`src/rtl/oled_spi_receiver.sv`:
```
// ST7735-compatible 4-wire SPI receiver: oversamples the link in the clk domain,
// decodes commands, tracks the CASET/RASET window and emits pixel write strobes.
module oled_spi_receiver #(
  parameter int C_x_size = 128,
  parameter int C_y_size = 160,
  parameter int C_x_bits = $clog2(C_x_size),
  parameter int C_y_bits = $clog2(C_y_size)
) (
  input  logic                clk,
  input  logic                resn,
  input  logic                spi_csn,
  input  logic                spi_clk,
  input  logic                spi_mosi,
  input  logic                spi_dc,
  input  logic                spi_resn,
  output logic                byte_valid,
  output logic [7:0]          byte_data,
  output logic                byte_dc,
  output logic                frame_start,
  output logic                pixel_we,
  output logic [C_x_bits-1:0] pixel_x,
  output logic [C_y_bits-1:0] pixel_y,
  output logic [15:0]         pixel_color
);

  localparam logic [C_x_bits-1:0] X_LAST = C_x_bits'(C_x_size - 1);
  localparam logic [C_y_bits-1:0] Y_LAST = C_y_bits'(C_y_size - 1);

  localparam logic [7:0] OP_SWRESET = 8'h01;
  localparam logic [7:0] OP_CASET   = 8'h2A;
  localparam logic [7:0] OP_RASET   = 8'h2B;
  localparam logic [7:0] OP_RAMWR   = 8'h2C;

  typedef enum logic [1:0] {MODE_NONE, MODE_CASET, MODE_RASET, MODE_RAMWR} mode_t;

  logic csnMeta_q, csnSync_q;
  logic sckMeta_q, sckSync_q, sckPrev_q;
  logic mosiMeta_q, mosiSync_q;
  logic dcMeta_q, dcSync_q;
  logic resnMeta_q, resnSync_q;

  logic [2:0] bitCnt_q;
  logic [7:0] shift_q;
  logic       byteValid_q;
  logic [7:0] byteData_q;
  logic       byteDc_q;

  logic       sckRise;
  logic [7:0] shiftNext_d;

  mode_t                 mode_q;
  logic [2:0]            argIdx_q;
  logic                  toggle_q;
  logic [7:0]            colorHi_q;
  logic [7:0]            argStartHi_q, argStartLo_q, argEndHi_q;
  logic [C_x_bits-1:0]   xs_q, xe_q, x_q;
  logic [C_y_bits-1:0]   ys_q, ye_q, y_q;
  logic                  frameStart_q, pixelWe_q;
  logic [C_x_bits-1:0]   pixelX_q;
  logic [C_y_bits-1:0]   pixelY_q;
  logic [15:0]           pixelColor_q;

  logic [15:0]           startWord_d, endWord_d;
  logic [C_x_bits-1:0]   xNext_d;
  logic [C_y_bits-1:0]   yNext_d;
  logic                  unusedWordBits;

  // MOSI and DC share the SCK synchroniser depth, so they line up with the detected edge
  assign sckRise     = sckSync_q & ~sckPrev_q;
  assign shiftNext_d = {shift_q[6:0], mosiSync_q};

  always_ff @(posedge clk) begin
    if (!resn) begin
      csnMeta_q   <= 1'b1;
      csnSync_q   <= 1'b1;
      sckMeta_q   <= 1'b0;
      sckSync_q   <= 1'b0;
      sckPrev_q   <= 1'b0;
      mosiMeta_q  <= 1'b0;
      mosiSync_q  <= 1'b0;
      dcMeta_q    <= 1'b0;
      dcSync_q    <= 1'b0;
      resnMeta_q  <= 1'b1;
      resnSync_q  <= 1'b1;
      bitCnt_q    <= '0;
      shift_q     <= '0;
      byteValid_q <= 1'b0;
      byteData_q  <= '0;
      byteDc_q    <= 1'b0;
    end else begin
      csnMeta_q   <= spi_csn;
      csnSync_q   <= csnMeta_q;
      sckMeta_q   <= spi_clk;
      sckSync_q   <= sckMeta_q;
      sckPrev_q   <= sckSync_q;
      mosiMeta_q  <= spi_mosi;
      mosiSync_q  <= mosiMeta_q;
      dcMeta_q    <= spi_dc;
      dcSync_q    <= dcMeta_q;
      resnMeta_q  <= spi_resn;
      resnSync_q  <= resnMeta_q;
      byteValid_q <= 1'b0;
      // The 8th edge completes its byte even if CSn deasserts in that same cycle
      if (!resnSync_q) begin
        bitCnt_q <= '0;
        shift_q  <= '0;
      end else if (sckRise && (!csnSync_q || bitCnt_q == 3'd7)) begin
        shift_q  <= shiftNext_d;
        bitCnt_q <= bitCnt_q + 3'd1;
        if (bitCnt_q == 3'd7) begin
          byteValid_q <= 1'b1;
          byteData_q  <= shiftNext_d;
          byteDc_q    <= dcSync_q;
        end
      end else if (csnSync_q) begin
        bitCnt_q <= '0;
        shift_q  <= '0;
      end
    end
  end

  assign startWord_d    = {argStartHi_q, argStartLo_q};
  assign endWord_d      = {argEndHi_q, byteData_q};
  assign unusedWordBits = ^{startWord_d, endWord_d};

  always_comb begin
    xNext_d = x_q + 1'b1;
    yNext_d = y_q;
    if (x_q == xe_q || x_q == X_LAST) begin
      xNext_d = xs_q;
      yNext_d = (y_q == ye_q || y_q == Y_LAST) ? ys_q : y_q + 1'b1;
    end
  end

  always_ff @(posedge clk) begin
    if (!resn) begin
      mode_q       <= MODE_NONE;
      argIdx_q     <= '0;
      toggle_q     <= 1'b0;
      colorHi_q    <= '0;
      argStartHi_q <= '0;
      argStartLo_q <= '0;
      argEndHi_q   <= '0;
      xs_q         <= '0;
      xe_q         <= X_LAST;
      ys_q         <= '0;
      ye_q         <= Y_LAST;
      x_q          <= '0;
      y_q          <= '0;
      frameStart_q <= 1'b0;
      pixelWe_q    <= 1'b0;
      pixelX_q     <= '0;
      pixelY_q     <= '0;
      pixelColor_q <= '0;
    end else begin
      frameStart_q <= 1'b0;
      pixelWe_q    <= 1'b0;
      // Soft reset takes priority over any pixel completing in the same cycle
      if (!resnSync_q || (byteValid_q && !byteDc_q && byteData_q == OP_SWRESET)) begin
        mode_q   <= MODE_NONE;
        argIdx_q <= '0;
        toggle_q <= 1'b0;
        xs_q     <= '0;
        xe_q     <= X_LAST;
        ys_q     <= '0;
        ye_q     <= Y_LAST;
        x_q      <= '0;
        y_q      <= '0;
      end else if (byteValid_q && !byteDc_q) begin
        argIdx_q <= '0;
        toggle_q <= 1'b0;
        case (byteData_q)
          OP_CASET: mode_q <= MODE_CASET;
          OP_RASET: mode_q <= MODE_RASET;
          OP_RAMWR: begin
            mode_q       <= MODE_RAMWR;
            x_q          <= xs_q;
            y_q          <= ys_q;
            frameStart_q <= 1'b1;
          end
          default: mode_q <= MODE_NONE;
        endcase
      end else if (byteValid_q) begin
        case (mode_q)
          MODE_CASET, MODE_RASET: begin
            if (argIdx_q != 3'd4) argIdx_q <= argIdx_q + 3'd1;
            case (argIdx_q)
              3'd0: argStartHi_q <= byteData_q;
              3'd1: argStartLo_q <= byteData_q;
              3'd2: argEndHi_q   <= byteData_q;
              3'd3: begin
                if (mode_q == MODE_CASET) begin
                  xs_q <= startWord_d[C_x_bits-1:0];
                  xe_q <= endWord_d[C_x_bits-1:0];
                end else begin
                  ys_q <= startWord_d[C_y_bits-1:0];
                  ye_q <= endWord_d[C_y_bits-1:0];
                end
              end
              default: ;
            endcase
          end
          MODE_RAMWR: begin
            if (!toggle_q) begin
              colorHi_q <= byteData_q;
              toggle_q  <= 1'b1;
            end else begin
              toggle_q     <= 1'b0;
              pixelWe_q    <= 1'b1;
              pixelX_q     <= x_q;
              pixelY_q     <= y_q;
              pixelColor_q <= {colorHi_q, byteData_q};
              x_q          <= xNext_d;
              y_q          <= yNext_d;
            end
          end
          default: ;
        endcase
      end
    end
  end

  assign byte_valid  = byteValid_q;
  assign byte_data   = byteData_q;
  assign byte_dc     = byteDc_q;
  assign frame_start = frameStart_q;
  assign pixel_we    = pixelWe_q;
  assign pixel_x     = pixelX_q;
  assign pixel_y     = pixelY_q;
  assign pixel_color = pixelColor_q;

endmodule

```
`config.mk`:
```
export PLATFORM = sky130hd
export DESIGN_NAME = oled_spi_receiver
export DESIGN_NICKNAME = d
export VERILOG_FILES = /design/src/rtl/oled_spi_receiver.sv
export SDC_FILE = /design/constraint.sdc
export NUM_CORES = 1
export LEC_CHECK = 0
export BUFFER_PORTS_ARGS = -buffer_cell sky130_fd_sc_hd__buf_2
export CAP_MARGIN = 10
export CORE_MARGIN = 2
export CORE_UTILIZATION = 63
export DETAILED_ROUTE_END_ITERATION = 8
export GPL_TIMING_DRIVEN = 0
export PLACE_DENSITY = 0.84
export SYNTH_ARGS = -nofsm -noshare
export SYNTH_HDL_FRONTEND = slang
export SYNTH_SLANG_ARGS = --single-unit
export TNS_END_PERCENT = 5
```
`constraint.sdc`:
```
create_clock -name clk -period 5.8 [get_ports clk]
set_input_delay 0 -clock clk [delete_from_list [all_inputs] [get_ports clk]]
set_output_delay 0 -clock clk [all_outputs]
set_load 0.005 [all_outputs]
```
### Word-level counts from Yosys, hierarchy flattened

Cells that the tools add are included.

| word-level totals | value |
|---|---|
| flip-flop bits (word level) | 131 |
| output and inout bits | 43 |

| cells by class | value |
|---|---|
| add/sub/neg operators | 4 |
| eq/ne operators | 16 |
| mux-type cells | 22 |
| bitwise logic cells | 9 |
| reductions and logical operators | 32 |

Operator list:

| operator | number |
|---|---|
| 2-to-1 mux 7 bit | 8 |
| 2-to-1 mux 8 bit | 7 |
| AND reduction 5 bit | 6 |
| == test 8 x 6 -> 1 bit (second input constant) | 3 |
| nonzero test 2 bit | 5 |
| AND reduction 3 bit | 3 |
| adder 8 x 1 -> 8 bit (second input constant) | 1 |
| == test 8 x 1 -> 1 bit (second input constant) | 1 |
| == test 8 bit | 1 |
| == test 8 bit (second input constant) | 1 |
| inverter 1 bit | 8 |
| adder 7 x 1 -> 7 bit (second input constant) | 1 |
| == test 7 bit | 1 |
| == test 7 bit (second input constant) | 1 |
| adder 3 x 1 -> 3 bit (second input constant) | 2 |
| 2-to-1 mux 3 bit | 2 |
| one-hot mux 2 bit (3 select lines) | 1 |
| OR reduction 3 bit | 2 |
| OR reduction 5 bit | 1 |
| == test 2 bit (second input constant) | 2 |
| logical OR 1 bit | 4 |
| 2-to-1 mux 1 bit | 4 |
| AND reduction 2 bit | 2 |
| AND reduction 4 bit | 1 |
| 10 further kinds | 15 |

### Logic depth before layout (Yosys ltp)

| logic depth | value |
|---|---|
| word-level depth | 8 |
| gate-level depth with buffers | 9 |
| depth with buffers taken out | 6 |

### Least setup slack after synthesis

Ideal clock, no wire load.

| path | value |
|---|---|
| kind | reg-to-reg |
| start | register x_q[0] |
| end | register y_q[3] |
| arrival time | 1.791 ns |
| required time | 5.672 ns |
| slack | 3.880 ns |
| stages on the path, launching flop included | 9 |
| buffers on the path | 2 |
| period minus slack after synthesis | 1.920 ns |
| cells stage by stage | dfxtp_1 > ha_1 > nand3_1 > or3_1 > o211a_1 > buf_2 > buf_1 > a211oi_1 > o22ai_1 |

| on the way | value |
|---|---|
| longest elaborated chain between the ends | 4 |
| elaborated cells between the ends (all ways) | 5 |
| classes of those cells | eq/ne: 2; reduce/logical: 3 |

Ends and longest elaborated chain:

| element | RTL line | text |
|---|---|---|
| start: declaration | 56 | `logic [C_x_bits-1:0] xs_q, xe_q, x_q;` |
| start signal: assignment | 177 | `x_q <= xs_q;` |
| start signal: assignment | 213 | `x_q <= xNext_d;` |
| == test 7 bit | 129 | `if (x_q == xe_q \|\| x_q == X_LAST) begin` |
| logical OR 1 bit * | 129 |  |
| nonzero test 2 bit (no source line) * | n/a |  |
| AND reduction 5 bit (no source line) * | n/a |  |
| end signal: assignment | 178 | `y_q <= ys_q;` |
| end signal: assignment | 214 | `y_q <= yNext_d;` |
| end: declaration | 57 | `logic [C_y_bits-1:0] ys_q, ye_q, y_q;` |

Every way passes the cells marked *; elsewhere a longest branch is shown, timed or not.
A chain may end at the register's enable or synchronous reset.

### Worst setup path after layout

| path | value |
|---|---|
| start | register byteData_q[2], in the netlist byte_data[2] |
| end | register y_q[5] |

| on the way | value |
|---|---|
| longest elaborated chain between the ends | 4 |
| elaborated cells between the ends (all ways) | 7 |
| classes of those cells | eq/ne: 3; reduce/logical: 4 |

Ends and longest elaborated chain:

| element | RTL line | text |
|---|---|---|
| start: declaration | 45 | `logic [7:0] byteData_q;` |
| start signal: assignment | 112 | `byteData_q <= shiftNext_d;` |
| branches (longest 4 deep; another with == test 8 x 6 -> 1 bit) | n/a |  |

Parallel ways; which one is timed is not known.

==> results.sh <==
export IMPL_syn_area_per_cell_um2=8.66
export IMPL_path_max_fanout=10
export IMPL_fmax_mhz=417
export IMPL_wl_per_cell_um=16.8
export IMPL_slew_headroom_pct=51.8
export IMPL_routed_wl_mm=13.8
export IMPL_cts_buffers=17
export IMPL_place_congestion=0.875
export IMPL_final_area_mm2=0.00645
export IMPL_drv_cap=0
export IMPL_fill_cells=559
export IMPL_synth_seq_cells=131
export IMPL_synth_area_leaders="dfxtp_1 48%, nand2_1 9.8%, a21boi_0 5.5%, mux2i_1 5.0%, nand3_1 4.1%"
export IMPL_cts_resized=0
export IMPL_finalMaxSlewViolations=0
export IMPL_synth_top_area_cell="dfxtp_1"
export IMPL_portBuffers=49
export IMPL_yosysSeqAreaShare_pct=48.1
export IMPL_outcome="finished, final reports clean"
export IMPL_hpwl_mm=9.37
export IMPL_initial_utilization_pct=65.7
export IMPL_syn_inst=630
export IMPL_p_per_area_mw_per_mm2=304
export IMPL_fin_worst_skew_ns=0.00562
export IMPL_grt_max_degree=17
export IMPL_report_final_setup_viol=0
export IMPL_cpMaxStageDelayCell="o41ai_2"
export IMPL_nets=721
export IMPL_num_vias=4829
export IMPL_async_flop_share_pct=0
export IMPL_area_growth_pct=18.4
export IMPL_fp_dieArea_mm2=0.00942
export IMPL_via_per_inst=5.87
export IMPL_worstSetupStartpointType="flip-flop"
export IMPL_syn_nets=647
export IMPL_grt_antenna_before_repair=0
export IMPL_ant_nets=0
export IMPL_dr_pass1_iters=5
export IMPL_die_w_um=97.0
export IMPL_cts_max_path_buffers=2
export IMPL_crit_type="flip-flop to flip-flop"
export IMPL_grt_pass1_wl_mm=22.2
export IMPL_synth_ff_type="dfxtp_1"
export IMPL_antenna_cells=0
export IMPL_min_period_ns=2.40
export IMPL_grt_use_total_pct=29.7
export IMPL_io_pins=50
export IMPL_synth_warnings=0
export IMPL_clk_transition_reported_paths_ns=0.07
export IMPL_tightest_slew_ns=0.721
export IMPL_cts_setup_buffers=0
export IMPL_required_ns=6.22
export IMPL_place_area_mm2=0.00583
export IMPL_cts_root_buf="clkbuf_8"
export IMPL_hp_class="input pin to flip-flop"
export IMPL_cp_end_kind="flip-flop"
export IMPL_drive_gt1_share_pct=14.2
export IMPL_cp_arrival_ns=2.82
export IMPL_final_cell_mix="142 x nand2_1, 131 x dfxtp_1, 61 x buf_2, 45 x nand3_1, 40 x a21boi_0"
export IMPL_cellLeakagePower_nw=2.52
export IMPL_final_common_cell="nand2_1"
export IMPL_ctsHoldBuffers=6
export IMPL_netlist_area_mm2=0.00545
export IMPL_clk_latency_ns=0.53
export IMPL_first_global_vias=4658
export IMPL_gr_total_overflow=0
export IMPL_die_h_um=97.0
export IMPL_drc=0
export IMPL_ir_drop_uv=248
export IMPL_design_core_area_mm2=0.00830
export IMPL_critPathMaxStageDelay_ns=0.57
export IMPL_cts_sinks=131
export IMPL_synth_top_area_share_pct=48.1
export IMPL_path_cells="clkbuf_1 > nand4bb_1 > o41ai_2 > nand3_1 > o32ai_1"
export IMPL_cts_tree="yes"
export IMPL_synth_edf_count=0
export IMPL_rsz0062_at_grt="no"
export IMPL_post_route_period_util_pct=41.3
export IMPL_synth_cell_types=46
export IMPL_final_setup_tns_ns=0
export IMPL_hold_viol=0
export IMPL_htreeDepth=4
export IMPL_row_count=33
export IMPL_drt_initial_drc_count=464
==> where the power goes <==
| part | internal, mW | switching [mW] | leakage, nW |
|---|---|---|---|
| Sequential | 0.903 | 0.00161 | 1.06 |
| Combinational | 0.0140 | 0.0213 | 1.19 |
| Clock | 0.581 | 0.443 | 0.270 |
| Total | 1.50 | 0.466 | 2.52 |
==> flip-flops by register name, summed over array words and instances (netlist names), 2 cells and up <==
signal        flops
pixel_color      16
argStartLo_q      8
byte_data         8
colorHi_q         8
pixel_y           8
y_q               8
ye_q              8
ys_q              8
pixel_x           7
shift_q           7
x_q               7
xe_q              7
xs_q              7
argIdx_q          3
bitCnt_q          3
mode_q            2
==> through the flow <==
stage | setup WS (ns) | cells | util (%) | total power, mW | hold slack, ns
after floorplan | 3.88 | 630 | - | 0.945 | 0.101
after global routing | 3.32 | 822 | 77.8 | 2.00 | 0.234
final | 3.40 | 822 | 77.8 | 1.96 | 0.190
after CTS | 3.51 | 822 | 77.8 | 1.96 | 0.189
after global placement | 3.55 | 784 | 70.3 | 0.955 | 0.180
after detailed placement | 3.55 | 784 | 70.3 | 0.956 | 0.191
==> layer usage <==
metal  GRT usage [%]  up-vias  routed length [um]
li1                -     2296                   -
met1            35.3     2276                5700
met2            50.4      216                6730
met3            7.37       41                1000
met4            13.9        0                 386
met5               0        -                   0
==> final timing paths <==
path | startpoint | end | slack [ns] | depth (start not counted)
max | byte_data[2] | y_q[5] | 3.40 | 5
min | spi_resn | resnMeta_q | 0.19 | 3
max reg2reg | byte_data[2] | y_q[5] | 3.40 | 5
min reg2reg | resnMeta_q | resnSync_q | 0.41 | 1
==> cell usage after synthesis, drive strengths merged (2+ instances only) <==
master,count
nor2b,22
a31oi,7
dfxtp,131
inv,9
nand2,142
nor2,25
a21boi,41
xnor2,8
o22ai,5
buf,19
mux2i,27
nor3,5
nor4,4
nand3,45
clkbuf,29
a21oi,23
and2,9
o211ai,2
or2,3
xor2,9
a22oi,13
o21ai,4
nand4,3
nand2b,7
ha,10
a211oi,8
or3,4
nand4b,3
==> kinds of logic after synthesis <==
| group | synth area share (%) |
|---|---|
| XOR/XNOR | 2.73 |
| adder cells (fa/ha/maj) | 2.29 |
| AO/OA/AOI/OAI | 14.1 |
| multiplexers | 4.96 |
| buffers and inverters | 4.27 |
| flip-flops | 48.1 |
| AND/OR/NAND/NOR | 23.6 |
==> worst max-delay path, delay by kind of cell, from the launching register on <==
kind,cells,cell delay (ns)
flip-flops,1,0.35
AND/OR/NAND/NOR,2,0.62
buffers and inverters,1,0.51
AO/OA/AOI/OAI,2,0.81
==> cell type report <==
cell class                 instances  area, um^2  share of cell area, %
sequential                       131        2620                   40.6
multi-input combinational        442        2600                   40.3
clock buffer                      17         414                   6.42
timing repair buffer              55         305                   4.73
buffer                            48         199                   3.08
clock inverter                    15         150                   2.33
tap                              105         131                   2.04
inverter                           9        33.8                  0.523
No activity file was read; power rests on OpenSTA's default activity.
